[src/rtl/ttt_pkg.sv]
// Shared encodings, FSM states, geometry defaults and win-line table for the tic-tac-toe core.
package ttt_pkg;

    localparam int unsigned PIX_W      = 11;
    localparam int unsigned OFS_W      = 7;
    localparam int unsigned BOARD_BITS = 18;
    localparam int unsigned N_CELLS    = 9;
    localparam int unsigned N_LINES    = 8;

    localparam logic [1:0] CELL_EMPTY = 2'b00;
    localparam logic [1:0] CELL_X     = 2'b01;
    localparam logic [1:0] CELL_O     = 2'b10;

    localparam logic [1:0] WIN_NONE = 2'b00;
    localparam logic [1:0] WIN_X    = 2'b01;
    localparam logic [1:0] WIN_O    = 2'b10;
    localparam logic [1:0] WIN_DRAW = 2'b11;

    typedef enum logic [1:0] {PLAY, CHECK, OVER} state_t;

    localparam int unsigned DEF_BOARD_X0 = 140;
    localparam int unsigned DEF_BOARD_Y0 = 60;
    localparam int unsigned DEF_CELL     = 120;
    localparam int unsigned DEF_LINE_W   = 4;

    // Cell indices {a,b,c} of win line idx, packed 4 bits each.
    function automatic logic [11:0] win_line(input logic [2:0] idx);
        case (idx)
            3'd0:    return {4'd0, 4'd1, 4'd2};
            3'd1:    return {4'd3, 4'd4, 4'd5};
            3'd2:    return {4'd6, 4'd7, 4'd8};
            3'd3:    return {4'd0, 4'd3, 4'd6};
            3'd4:    return {4'd1, 4'd4, 4'd7};
            3'd5:    return {4'd2, 4'd5, 4'd8};
            3'd6:    return {4'd0, 4'd4, 4'd8};
            default: return {4'd2, 4'd4, 4'd6};
        endcase
    endfunction

    function automatic logic [1:0] cell_at(input logic [BOARD_BITS-1:0] b, input logic [3:0] i);
        return b[{i, 1'b0} +: 2];
    endfunction

endpackage

[src/rtl/ttt_win_check.sv]
// Combinational board evaluation: does player own a line (lowest index reported), and is the board full.
module ttt_win_check
    import ttt_pkg::*;
(
    input  logic [BOARD_BITS-1:0] board,
    input  logic [1:0]            player,
    output logic                  win_c,
    output logic [2:0]            line_c,
    output logic                  full_c
);

    logic [11:0] trip;

    always_comb begin
        win_c  = 1'b0;
        line_c = 3'd0;
        full_c = 1'b1;
        trip   = 12'd0;
        for (int i = 0; i < int'(N_CELLS); i++)
            if (cell_at(board, 4'(i)) == CELL_EMPTY) full_c = 1'b0;
        for (int l = int'(N_LINES) - 1; l >= 0; l--) begin
            trip = win_line(3'(l));
            if (cell_at(board, trip[11:8]) == player &&
                cell_at(board, trip[7:4])  == player &&
                cell_at(board, trip[3:0])  == player) begin
                win_c  = 1'b1;
                line_c = 3'(l);
            end
        end
    end

endmodule

[src/rtl/ttt_pixel_gen.sv]
// Tic-tac-toe game FSM plus registered per-pixel colour generator feeding vga_controller.
// Optional build macro TTT_WIN_BLINK_EN blinks the winning line's marks.
module ttt_pixel_gen
    import ttt_pkg::*;
#(
    parameter int unsigned BOARD_X0 = DEF_BOARD_X0,
    parameter int unsigned BOARD_Y0 = DEF_BOARD_Y0,
    parameter int unsigned CELL     = DEF_CELL,
    parameter int unsigned LINE_W   = DEF_LINE_W
)(
    input  logic             clk_25mhz,
    input  logic             clr,
    input  logic [PIX_W-1:0] pixel_x,
    input  logic [PIX_W-1:0] pixel_y,
    input  logic             vga_on,
    input  logic             mv_up,
    input  logic             mv_down,
    input  logic             mv_left,
    input  logic             mv_right,
    input  logic             place,
    input  logic             new_game,
    output logic             ttt_r,
    output logic             ttt_g,
    output logic             ttt_b,
    output logic             turn,
    output logic [1:0]       winner,
    output logic             game_over
);

    localparam int unsigned MARK_LO = 16;
    localparam int unsigned MARK_HI = CELL - 1 - MARK_LO;
    localparam int unsigned CENTRE  = CELL / 2;
    localparam int unsigned R2_MIN  = 900;
    localparam int unsigned R2_MAX  = 1600;
    localparam int unsigned CNT_W   = 24;

    state_t                state, state_nx;
    logic [BOARD_BITS-1:0] board, board_nx;
    logic [1:0]            crow, crow_nx, ccol, ccol_nx;
    logic                  turn_nx;
    logic [1:0]            winner_nx;
    logic [3:0]            cur_idx;
    logic [1:0]            mover;
    logic                  win_c, full_c;
    logic [2:0]            win_line_c;

    assign cur_idx = 4'(crow) * 4'd3 + 4'(ccol);
    assign mover   = turn ? CELL_X : CELL_O;

    ttt_win_check u_win_check (
        .board  (board),
        .player (mover),
        .win_c  (win_c),
        .line_c (win_line_c),
        .full_c (full_c)
    );

    always_ff @(posedge clk_25mhz or posedge clr) begin
        if (clr) begin
            state     <= PLAY;
            board     <= '0;
            crow      <= 2'd1;
            ccol      <= 2'd1;
            turn      <= 1'b0;
            winner    <= WIN_NONE;
            game_over <= 1'b0;
        end else begin
            state     <= state_nx;
            board     <= board_nx;
            crow      <= crow_nx;
            ccol      <= ccol_nx;
            turn      <= turn_nx;
            winner    <= winner_nx;
            game_over <= (state_nx == OVER);
        end
    end

    // Game FSM; place reads the pre-move cursor, moves still apply in the same cycle.
    always_comb begin
        state_nx  = state;
        board_nx  = board;
        crow_nx   = crow;
        ccol_nx   = ccol;
        turn_nx   = turn;
        winner_nx = winner;
        if (new_game) begin
            state_nx  = PLAY;
            board_nx  = '0;
            crow_nx   = 2'd1;
            ccol_nx   = 2'd1;
            turn_nx   = 1'b0;
            winner_nx = WIN_NONE;
        end else begin
            case (state)
                PLAY: begin
                    if (place && cell_at(board, cur_idx) == CELL_EMPTY) begin
                        board_nx[{cur_idx, 1'b0} +: 2] = turn ? CELL_O : CELL_X;
                        turn_nx  = ~turn;
                        state_nx = CHECK;
                    end
                    if (mv_up && !mv_down && crow != 2'd0)    crow_nx = crow - 2'd1;
                    if (mv_down && !mv_up && crow != 2'd2)    crow_nx = crow + 2'd1;
                    if (mv_left && !mv_right && ccol != 2'd0) ccol_nx = ccol - 2'd1;
                    if (mv_right && !mv_left && ccol != 2'd2) ccol_nx = ccol + 2'd1;
                end
                CHECK: begin
                    if (win_c) begin
                        winner_nx = (mover == CELL_X) ? WIN_X : WIN_O;
                        state_nx  = OVER;
                    end else if (full_c) begin
                        winner_nx = WIN_DRAW;
                        state_nx  = OVER;
                    end else begin
                        state_nx  = PLAY;
                    end
                end
                OVER:    state_nx = OVER;
                default: state_nx = PLAY;
            endcase
        end
    end

    logic blank_c;
`ifdef TTT_WIN_BLINK_EN
    logic [CNT_W-1:0] blink_cnt;
    logic [2:0]       win_line_q;
    logic [11:0]      win_trip;
    logic [3:0]       pix_idx_b;

    always_ff @(posedge clk_25mhz or posedge clr) begin
        if (clr) begin
            blink_cnt  <= '0;
            win_line_q <= 3'd0;
        end else begin
            blink_cnt <= blink_cnt + CNT_W'(1);
            if (state == CHECK && win_c) win_line_q <= win_line_c;
        end
    end

    assign win_trip = win_line(win_line_q);
`else
    logic unused_line;
    assign unused_line = ^win_line_c;
`endif

    function automatic logic [8:0] split(input logic [PIX_W-1:0] r);
        if (r < PIX_W'(CELL))          return {2'd0, OFS_W'(r)};
        else if (r < PIX_W'(2 * CELL)) return {2'd1, OFS_W'(r - PIX_W'(CELL))};
        else                           return {2'd2, OFS_W'(r - PIX_W'(2 * CELL))};
    endfunction

    logic             in_board, grid, cursor, x_mark, o_mark;
    logic [PIX_W-1:0] rel_x, rel_y;
    logic [1:0]       col, row;
    logic [OFS_W-1:0] dx, dy, ad, ox, oy;
    logic [7:0]       sum, as;
    logic [13:0]      sqx, sqy;
    logic [14:0]      r2;
    logic [3:0]       pix_idx;
    logic [1:0]       pix_cell;
    logic [2:0]       rgb_nx;

    // Pixel colour: locate cell and offsets, then apply grid > cursor > X > O priority.
    always_comb begin
        rel_x    = pixel_x - PIX_W'(BOARD_X0);
        rel_y    = pixel_y - PIX_W'(BOARD_Y0);
        in_board = vga_on &&
                   pixel_x >= PIX_W'(BOARD_X0) && pixel_x < PIX_W'(BOARD_X0 + 3 * CELL) &&
                   pixel_y >= PIX_W'(BOARD_Y0) && pixel_y < PIX_W'(BOARD_Y0 + 3 * CELL);
        {col, dx} = split(rel_x);
        {row, dy} = split(rel_y);
        pix_idx   = 4'(row) * 4'd3 + 4'(col);
        pix_cell  = cell_at(board, pix_idx);

        grid   = dx < OFS_W'(LINE_W) || dy < OFS_W'(LINE_W) ||
                 (col == 2'd2 && dx >= OFS_W'(CELL - LINE_W)) ||
                 (row == 2'd2 && dy >= OFS_W'(CELL - LINE_W));
        cursor = row == crow && col == ccol &&
                 ((dx >= OFS_W'(LINE_W) && dx < OFS_W'(2 * LINE_W)) ||
                  (dy >= OFS_W'(LINE_W) && dy < OFS_W'(2 * LINE_W)));

        ad  = (dx >= dy) ? dx - dy : dy - dx;
        sum = {1'b0, dx} + {1'b0, dy};
        as  = (sum >= 8'(CELL - 1)) ? sum - 8'(CELL - 1) : 8'(CELL - 1) - sum;
        x_mark = pix_cell == CELL_X &&
                 dx >= OFS_W'(MARK_LO) && dx <= OFS_W'(MARK_HI) &&
                 dy >= OFS_W'(MARK_LO) && dy <= OFS_W'(MARK_HI) &&
                 (ad < OFS_W'(LINE_W) || as < 8'(LINE_W));

        ox  = (dx >= OFS_W'(CENTRE)) ? dx - OFS_W'(CENTRE) : OFS_W'(CENTRE) - dx;
        oy  = (dy >= OFS_W'(CENTRE)) ? dy - OFS_W'(CENTRE) : OFS_W'(CENTRE) - dy;
        sqx = {7'd0, ox} * {7'd0, ox};
        sqy = {7'd0, oy} * {7'd0, oy};
        r2  = {1'b0, sqx} + {1'b0, sqy};
        o_mark = pix_cell == CELL_O && r2 >= 15'(R2_MIN) && r2 <= 15'(R2_MAX);

`ifdef TTT_WIN_BLINK_EN
        pix_idx_b = pix_idx;
        blank_c   = (winner == WIN_X || winner == WIN_O) && blink_cnt[CNT_W-1] &&
                    (pix_idx_b == win_trip[11:8] || pix_idx_b == win_trip[7:4] ||
                     pix_idx_b == win_trip[3:0]);
`else
        blank_c   = 1'b0;
`endif

        rgb_nx = 3'b000;
        if (in_board) begin
            if (grid)                     rgb_nx = 3'b111;
            else if (cursor)              rgb_nx = game_over ? 3'b101 : 3'b010;
            else if (x_mark && !blank_c)  rgb_nx = 3'b100;
            else if (o_mark && !blank_c)  rgb_nx = 3'b001;
        end
    end

    always_ff @(posedge clk_25mhz or posedge clr) begin
        if (clr) {ttt_r, ttt_g, ttt_b} <= 3'b000;
        else     {ttt_r, ttt_g, ttt_b} <= rgb_nx;
    end

endmodule

[config.mk]
export PLATFORM = sky130hd
export DESIGN_NAME = ttt_pixel_gen
export DESIGN_NICKNAME = d
export VERILOG_FILES = /design/src/rtl/ttt_pkg.sv /design/src/rtl/ttt_win_check.sv /design/src/rtl/ttt_pixel_gen.sv
export SDC_FILE = /design/constraint.sdc
export NUM_CORES = 1
export LEC_CHECK = 0
export CORE_ASPECT_RATIO = 1.5
export CORE_UTILIZATION = 45
export DETAILED_ROUTE_END_ITERATION = 12
export GPL_ROUTABILITY_DRIVEN = 0
export PLACE_DENSITY = 0.71
export SYNTH_ARGS = -nofsm -noshare
export SYNTH_HDL_FRONTEND = slang
export SYNTH_HIERARCHICAL = 1
export SYNTH_SLANG_ARGS = --single-unit
[constraint.sdc]
create_clock -name clk_25mhz -period 6.4 [get_ports clk_25mhz]
set_input_delay 1.28 -clock clk_25mhz [delete_from_list [all_inputs] [get_ports clk_25mhz]]
set_output_delay 1.28 -clock clk_25mhz [all_outputs]
set_load 0.01 [all_outputs]
==> results.md, run 1 <==
Run status:
- The flow ran to the end, but the final reports show violations.
- The final reports fail on setup timing.

Route:
- The detailed-router iteration count before antenna repair is 7.
- For this block, the routed nets add up to 23.2 mm of wire.
- After detailed routing, the number of vias per cell comes to 5.65.
- In this run the remaining antenna-violating nets after routing total 0.
- The number of DRC markers in iteration 0 is 369.
- For this block, the via count after detailed routing is 7773.
- Dividing the detail-routed wire length by the instance count gives 16.9 um.
- After detailed routing, the number of remaining DRC violations is 0.

Clocking:
- The H-tree level count is 2.
- Clock-pin slew was measured on the worst setup and hold paths at 0.05 ns.
- In this run the clock root is driven by a clkbuf_16.
- The latest clock arrival within the worst-skew pair is 0.28 ns.
- The total number of clock tree sinks is 31.
- In this run the deepest clock path goes through 2 buffers.
- Buffers inserted during clock tree synthesis total 5.
- The hold buffer count at cts is 0.
- TritonCTS built the clock tree.

Job:
- The tool flagged a number of max-cap violations equal to 0.

Finish:
- Across the whole layout, storage elements account for 778 sq um.
- The number of filler cells placed in the layout is 1463.
- The area growth from synthesis to layout is 35.2%.
- The commonest non-fill, non-tap cell in the layout is buf_4.
- Cells fill 62.6% of the core in the end.
- The fraction of layout cells with a size suffix above 1 is 31.2%.
- In the layout the commonest cells are 208 x buf_4, 97 x inv_1, 89 x ha_1.
- The area of the multi-input gates is 0.00684 sq mm.
- The final layout contains 1347 nets.

Timing:
- In this run the tightest slew margin relative to its limit is 32.0%.
- Static timing analysis puts the maximum clock frequency at 113 MHz.
- The setup slack of the critical path after layout is -2.47 ns.
- Across the routed clock network, the largest skew measured is 0.00452 ns.
- Setup violations remaining at the end of the flow were counted as 1.
- The shortest clock period the worst path allows after layout is 8.87 ns.
- The final cycle utilization of the critical path is 139%.
- For the pin with the worst max-slew slack, the measured transition is 1.02 ns.
- The final hold violation count was 0.
- Setup repair after global routing could not meet its margin everywhere.
- The count of pins over their slew limit was 0.

Critical path:
- The most numerous cell type found on the critical path is fa_1.
- STA classifies the critical path startpoint as a primary input.
- The worst-path maximum fanout is 4.
- For this design, the slowest cell found on the critical path is fa_1.
- The endpoint arrival time on the critical path is 9.04 ns.
- The maximum single-stage delay on the critical path is 0.52 ns.
- Data on the critical path is required at its endpoint by 6.57 ns.
- The type of the setup path with the least slack is primary input to flip-flop.
- The type of destination of the critical path is a flip-flop.

Logic synthesis:
- The number of warnings issued by yosys is 6.
- The net count after synthesis is 1111.
- The average instance in the mapped netlist occupies 8.41 sq um.
- After synthesis the cells add up to 0.00780 sq mm.
- The cell count after synthesis is 928.

Die:
- The number of I/O pins is 38.
- The region available for standard cell placement spans 0.0168 sq mm.
- The number of placement rows is 58.
- The die width is 110 um.
- The die footprint is 0.0179 sq mm.
- The height of the die is 163 um.
- For this configuration, the core starts out at a cell density of 46.3%.

Global route:
- Global routing finished with a remaining overflow of 0.
- Global routing used 27.7% of the available tracks.
- The largest net degree at the start of global routing is 32.
- The initial antenna violation count is 1.
- The global-route wire length before repair is 38.9 mm.
- The number of global-route vias before repair came to 8226.

Placed design:
- Port buffering added 37 buffers.
- Detailed placement finished with a half-perimeter wire length of 19.2 mm.

Worst hold path:
- The path class of the tightest hold or removal check is flip-flop to flip-flop.
==> worst paths after layout <==
| check | startpoint | end | slack, ns | cells after the start |
|---|---|---|---|---|
| worst max-delay path | pixel_x[5] | ttt_b | -2.47 | 37 |
| worst min-delay path | state[1] | ccol[0] | 0.52 | 1 |
| worst max register to register | ccol[1] | board[17] | 2.55 | 12 |
| worst min register to register | state[1] | ccol[0] | 0.52 | 1 |
| max in group asynchronous | clr | ccol[0] | 4.67 | 3 |
| min in group asynchronous | clr | ttt_b | 1.40 | 3 |
==> state kept, by name, indices dropped and copies added, names as in the netlist <==
name,flops
board,18
ccol,2
state,2
crow,2
ttt_r,1
winner,2
game_over,1
ttt_g,1
ttt_b,1
turn,1
==> critical path: cells and delay by family <==
family          cells  cell delay [ns]
compound gates     12             2.13
xor+xnor            2             0.33
buf+inv             8             0.90
mux                 1             0.25
simple gates        6             0.72
fa+ha+maj           8             3.43
==> metal layers <==
metal	global-route usage [%]	vias up	part of all wire (%)
met5	0	-	0
met4	15.3	0	5.7
met3	2.08	88	2.8
met2	53.9	217	55
met1	28.4	3717	36
li1	-	3751	-
==> through the flow <==
step	hold slack (ns)	instances	worst slack, ns	setup TNS, ns	cell area [sq um]
3_3_place_gp	0.483	1350	-3.22	-3.29	10100
4_1_cts	0.514	1375	-2.46	-2.46	10500
2_1_floorplan	0.454	928	-2.75	-2.75	8040
3_5_place_dp	0.503	1350	-3.36	-3.42	10100
5_1_grt	0.547	1376	-2.87	-2.87	10500
6_report	0.518	1376	-2.47	-2.47	10500
==> final cells by class <==
class,instances,share of cell area (%)
tap,210,2.49
clock inverter,1,0.0712
antenna,1,0.0237
multi-input combinational,754,64.8
inverter,115,4.21
sequential,31,7.38
clock buffer,7,1.45
timing repair buffer,257,19.5
==> timing repair <==
| action | CTS | global route |
|---|---|---|
| resized for setup | 81 | 3 |
| pin swaps | 56 | 6 |
| setup endpoints to repair | 1 | 1 |
| buffers inserted | 17 | 0 |
Power of run 1 is not shown: default switching activity piles up to over one toggle a cycle in this logic, so the estimate is an artifact.
==> inputs of run 2 (changes only) <==
--- a/config.mk
+++ b/config.mk
@@ -5,8 +5,8 @@
 export SDC_FILE = /design/constraint.sdc
 export NUM_CORES = 1
 export LEC_CHECK = 0
-export CORE_ASPECT_RATIO = 1.5
 export CORE_UTILIZATION = 45
+export CTS_CLUSTER_SIZE = 28
 export DETAILED_ROUTE_END_ITERATION = 12
 export GPL_ROUTABILITY_DRIVEN = 0
 export PLACE_DENSITY = 0.71
==> results.md, run 2 (same netlist as run 1, synthesis figures left out) <==
Run status:
- The run finished, with violations left.
- The checks that failed: setup timing.

Timing:
- The worst path in the final design needs a cycle of 9.02 ns, including I/O delays and setup.
- The setup clock skew after layout is 0.00850 ns.
- Setup repair after global routing could not meet its margin everywhere.
- In the post-route analysis, the smallest setup slack over all paths is -2.62 ns.
- The count of pins over their slew limit is 0.
- In the final timing run, aggregate negative setup slack is -2.62 ns.
- The final cycle utilization of the critical path is 141%.
- Setup violations remaining at the end of the flow were counted as 1.
- The final hold violation count is 0.
- Hold timing on the final database bottoms out at a slack of 0.504 ns.
- The maximum achievable frequency is 111 MHz.
- The worst slew margin relative to its limit is 35.7%.
- The transition at the pin with the smallest max-transition slack is 0.962 ns.

Route:
- After the first detailed-routing iteration, the DRC count stood at 350.
- Summing over every cut layer, the via total after detailed routing is 7632.
- The via density per instance is 5.57.
- The overall routed net length is 21.3 mm.
- In the final routed layout, each cell accounts on average for 15.5 um.
- The detailed-router iteration count before antenna repair is 4.
- In the routed design, unresolved DRC markers number 0.
- The remaining number of nets flagged by the antenna check after routing is 0.

Global route:
- Entering global routing, the biggest net connects 32 pins.
- The total track usage is 25.2%.
- The number of global-route vias before repair came to 7597.
- The total congestion overflow is 0.
- The initial antenna violation count was 0.
- The global-route wire length before repair is 36.7 mm.

Finish:
- Cells with a size suffix above 1 make up 30.1% of the layout.
- The library cell used most frequently in the layout, excluding fill and tap cells, is buf_4.
- The antenna diode count is 0.
- The register with the most flip-flops in the layout has 18 of them.
- Counting flops per register, the top entry is board.
- The area added between synthesis and finish is 33.8%.
- The net count of the finished layout is 1333.
- The top cell types in the final layout, fill and taps aside, are 200 x buf_4, 99 x inv_1, 88 x ha_1.

Die:
- The die covers 0.0179 sq mm.
- The number of I/O pins is 38.
- Once the floorplan was initialized, standard cells occupied 46.6% of the core.
- The height of the die is 134 um.
- After floorplanning, the core was sized to cover 0.0168 sq mm.
- The die width is 134 um.
- After floorplanning, the core was divided into 47 placement rows.

Critical path:
- The setup path with the least slack is of type primary input to flip-flop.
- The worst-path maximum fanout is 4.
- The endpoint arrival time on the critical path is 9.24 ns.
- The worst setup path is launched from a primary input.
- The library cell contributing the largest single delay on the critical path is fa_1.
- On the worst path, the slowest cell contributes a delay of 0.54 ns.
- The endpoint required time on the critical path is 6.62 ns.
- The type of destination of the critical path is a flip-flop.

Clocking:
- The total number of clock tree sinks is 31.
- CTS built an H-tree with a depth of 2.
- No sink is reached through more buffers than the 2 on the longest clock path.
- For the worst-skew pair, the clock arrives at the later sink with an insertion delay of 0.28 ns.
- In this run the clock root is driven by a clkbuf_16.
- The number of buffers created by CTS is 5.
- TritonCTS built the clock tree.
- For this design, the CTS-stage hold fixing added 0 buffers.
- Clock-pin slew was measured on the worst setup and hold paths at 0.06 ns.

Job:
- Across the run, the number of max-cap violations was 0.

Worst hold path:
- The worst hold path belongs to the class flip-flop to flip-flop.

Placed design:
- The half-perimeter wire length after placement is 17.0 mm.
- Input and output buffers added on the ports amount to 37.
run 2: final cells by class:
cell class	count	area, sq um
Timing Repair Buffer	243	1920
Clock buffer	5	125
Sequential cell	31	778
Clock inverter	3	67.6
Tap cell	220	275
Multi-Input combinational cell	754	6830
Fill cell	1437	6320
Inverter	115	444
run 2: worst max-delay path: cells and delay by family:
| kind | cells | cell delay [ns] |
|---|---|---|
| adders and majority gates | 10 | 3.35 |
| and+or+nand+nor | 11 | 2.02 |
| AOI/OAI and AO/OA | 6 | 1.28 |
| buffers and inverters | 10 | 0.65 |
| xor gates and xnor gates | 4 | 0.55 |
| muxes | 1 | 0.10 |
run 2: through the flow:
step           cell area [sq um]  util [%]  setup WS (ns)  cells
2_1_floorplan               8040         -          -2.75    928
3_3_place_gp                9930      59.2          -3.18   1343
3_5_place_dp                9930      59.2          -3.36   1343
4_1_cts                    10400      62.0          -2.48   1369
5_1_grt                    10400      62.3          -2.92   1371
6_report                   10400      62.3          -2.62   1371
run 2: worst paths after layout:
| path | from | endpoint | slack, ns | cells after the start |
|---|---|---|---|---|
| worst max-delay path | pixel_y[2] | ttt_b | -2.62 | 42 |
| worst min-delay path | state[0] | ccol[0] | 0.50 | 1 |
| worst max register to register | ccol[1] | board[8] | 2.57 | 13 |
| worst min register to register | state[0] | ccol[0] | 0.50 | 1 |
| max in group asynchronous | clr | crow[0] | 4.69 | 3 |
| min in group asynchronous | clr | board[4] | 1.39 | 3 |
run 2: layer usage:
metal	up-vias	track usage (%)	part of all wire, %
met3	28	1.83	4.0
met2	184	44.1	50
li1	3720	-	-
met1	3700	33.6	44
met5	-	0	0
met4	0	6.31	1.8
run 2: what timing repair did:
item / CTS / global route
resized for setup: 68 / 8
setup buffers: 18 / 2
gates cloned: 0 / 0
setup endpoints to repair: 1 / 1
pin swaps: 46 / 8
Power of run 2 is left out for the same reason.
==> inputs of run 3 (changes only) <==
--- a/config.mk
+++ b/config.mk
@@ -8,8 +8,9 @@
 export CORE_UTILIZATION = 45
 export CTS_CLUSTER_SIZE = 28
 export DETAILED_ROUTE_END_ITERATION = 12
+export DONT_BUFFER_PORTS = 1
 export GPL_ROUTABILITY_DRIVEN = 0
-export PLACE_DENSITY = 0.71
+export PLACE_DENSITY = 0.69
 export SYNTH_ARGS = -nofsm -noshare
 export SYNTH_HDL_FRONTEND = slang
 export SYNTH_HIERARCHICAL = 1
==> constraint.sdc (replaced) <==
create_clock -name clk_25mhz -period 8.69 [get_ports clk_25mhz]
set_input_delay 1.738 -clock clk_25mhz [delete_from_list [all_inputs] [get_ports clk_25mhz]]
set_output_delay 1.738 -clock clk_25mhz [all_outputs]
set_load 0.01 [all_outputs]
==> results.md, run 3 (same netlist as run 1, synthesis figures left out) <==
Finish:
- The register with the most flip-flops in the layout has 18 of them.
- 0 antenna diodes ended up in the layout.
- The final design instance area without fill is 0.00949 sq mm.
- The fraction of layout cells with a size suffix above 1 is 25.6%.
- The number of filler cells placed in the layout is 1554.
- In the final layout, the multi-input gates occupy 0.00677 sq mm.
- In the final layout, flip-flops and latches occupy 778 sq um.
- The net count of the finished layout is 1233.
- The area growth from synthesis to layout is 21.7%.
- The top cell types in the final layout, fill and taps aside, are 140 x buf_4, 100 x inv_1, 88 x ha_1.
- Ranked by flip-flop count, first place goes to board.
- The commonest non-fill, non-tap cell in the layout is buf_4.

Placed design:
- The worst-case setup slack after placement is -1.01 ns.
- The half-perimeter wire length after placement is 16.3 mm.
- The placement-stage cell area is 0.00915 sq mm.
- The quantity of I/O buffers inserted on ports is 0.

Global route:
- The initial antenna violation count is 0.
- The number of global-route vias before repair is 7148.
- The global-route wire length before repair is 34.0 mm.
- The largest net degree at the start of global routing is 32.
- For this run, the total global-route usage over all layers was measured as 23.5%.
- Global routing finished with a remaining overflow of 0.

Route:
- In this run, the number of DRC markers left after iteration 0 of detailed routing was 319.
- The routed design uses 9.70 mm of met2 wire.
- For this block, wires on met1 add up to 9.25 mm.
- The detailed-router iteration count before antenna repair is 5.
- The via density per instance is 5.62.
- For this block, the routed nets add up to 20.0 mm of wire.
- The highest metal layer carrying signal wires in the routed design is met4.
- Summed over all nets, wire length on met3 after detailed routing comes to 791 um.
- The remaining number of nets flagged by the antenna check after routing is 0.
- The DRC violation count after routing is 0.
- Detailed routing inserted a total of 7148 vias.
- In the final routed layout, each cell accounts on average for 15.7 um.

Die:
- The height of the die is 134 um.
- The die footprint is 0.0179 sq mm.
- Row generation in the floorplan step produced 47 rows.
- The starting density of the core is 46.6%.
- The die is 134 um wide.
- The floorplan core area is 0.0168 sq mm.
- In this run the count of I/O pins placed on the die edge is 38.

Timing:
- At the pin with the least slew margin, the transition time is 1.00 ns.
- Clock skew on the completed layout was measured at 0.00163 ns.
- The final hold violation count is 0.
- The count of pins over their slew limit is 0.
- Subtracting the final worst setup slack from the clock period gives 9.09 ns.
- Measured against its own limit, the worst slew margin works out to 33.0%.
- The final critical path takes up 105% of the cycle.
- Across all setup checks in the final design, the least slack found is -0.401 ns.
- The final worst hold slack is 0.519 ns.
- The maximum achievable frequency is 110 MHz.
- Setup repair after global routing could not meet its margin everywhere.
- The number of endpoints failing setup at the final stage is 1.

Run status:
- The run finished, with violations left.
- The checks that failed: setup timing.

Clocking:
- The clock transition at the register clock pins on the worst setup and hold paths after CTS is 0.05 ns.
- The clock tree synthesis step divided the H-tree into 2 levels.
- The latest clock arrival within the worst-skew pair is 0.29 ns.
- Counting the buffers created by CTS gives 5.
- TritonCTS built the clock tree.
- The clock passes through at most 2 buffers.
- The clock net in this run drives a total of 31 sinks.
- The tree is rooted in a clkbuf_16.

Worst hold path:
- Counting instances, the worst hold path has a depth of 1.
- In this run the worst hold path is classified as flip-flop to flip-flop.

Critical path:
- The setup check on the worst reg-to-reg path leaves a slack of 4.98 ns.
- At the worst endpoint, the arrival time is 9.31 ns.
- At the worst endpoint, the required time is 8.91 ns.
- The critical path is of the primary input to flip-flop type.
- The number of buffers and inverters on the critical path is 9.
- The cell depth of the worst flop-to-flop path is 9.
- The destination of the critical timing path is ttt_b.
- The most numerous cell type found on the critical path is fa_1.
- The critical path crosses 38 cells after its start point.
- In this run the worst path has a maximum fanout of 18.
- The worst setup path is launched from a primary input.
- On the critical path, the stage with the largest delay is an instance of fa_1.
- The cell family contributing the most delay on the critical path is adder cells.
- The endpoint identified for the worst register-to-register timing path is winner[0].
- For this run, the slowest stage of the critical path takes 0.54 ns.
- In this run the critical register-to-register path is launched from turn.
- The type of destination of the critical path is a flip-flop.
- The critical path starts at pixel_y[2].

Job:
- Max-cap violations in this run came to 0.
run 3: changes by cell type in the layout (fill, tap and decap cells not counted), moves of 2 or more:
cell,before,now
inv_2,10,8
buf_6,6,3
dlygate4sd2_1,5,0
buf_2,5,0
clkdlybuf4s50_1,24,0
nand2_2,4,6
clkdlybuf4s15_2,2,0
bufinv_16,2,0
buf_4,200,140
run 3: worst min path at each step:
stage / startpoint / endpoint / slack, ns
6_report: state[1] / ccol[0] / 0.52
5_1_grt: state[0] / ccol[0] / 0.54
4_1_cts: state[1] / ccol[0] / 0.52
3_5_place_dp: state[1] / ccol[0] / 0.50
3_3_place_gp: state[1] / ccol[0] / 0.49
2_1_floorplan: state[0] / ccol[0] / 0.45
run 3: cell type report:
type / instances / share of cell area (%)
tap: 220 / 2.90
clock buffer: 6 / 1.36
sequential: 31 / 8.20
inverter: 115 / 4.68
timing repair buffer: 143 / 11.4
clock inverter: 2 / 0.132
multi-input combinational: 754 / 71.3
run 3: through the flow:
stage / cells / util, % / TNS [ns]
finish: 1271 / 56.6 / -0.401
global route: 1271 / 56.6 / -0.726
CTS: 1270 / 56.4 / -0.405
detailed placement: 1253 / 54.6 / -1.01
global placement: 1253 / 54.6 / -0.858
floorplan: 928 / - / -0.913
run 3: per-layer routing:
metal / vias up / track usage [%]
li1: 3528 / -
met1: 3453 / 31.6
met2: 146 / 41.1
met3: 21 / 1.90
met4: 0 / 4.86
met5: - / 0
run 3: worst reg2reg max path, delay by kind of cell, from the launching register on:
| kind | cells | cell delay (ns) |
|---|---|---|
| and+or+nand+nor | 3 | 0.84 |
| DFF | 1 | 1.00 |
| buffers and inverters | 1 | 0.92 |
| AOI/OAI and AO/OA | 5 | 0.88 |
run 3: repair_timing:
item                                    CTS  global route
endpoints found under the setup margin    1             1
hold buffers                              0             0
setup buffers                             9             1
pin swaps                                28            12
gates resized for setup                  22             6
Power of run 3 is left out for the same reason.
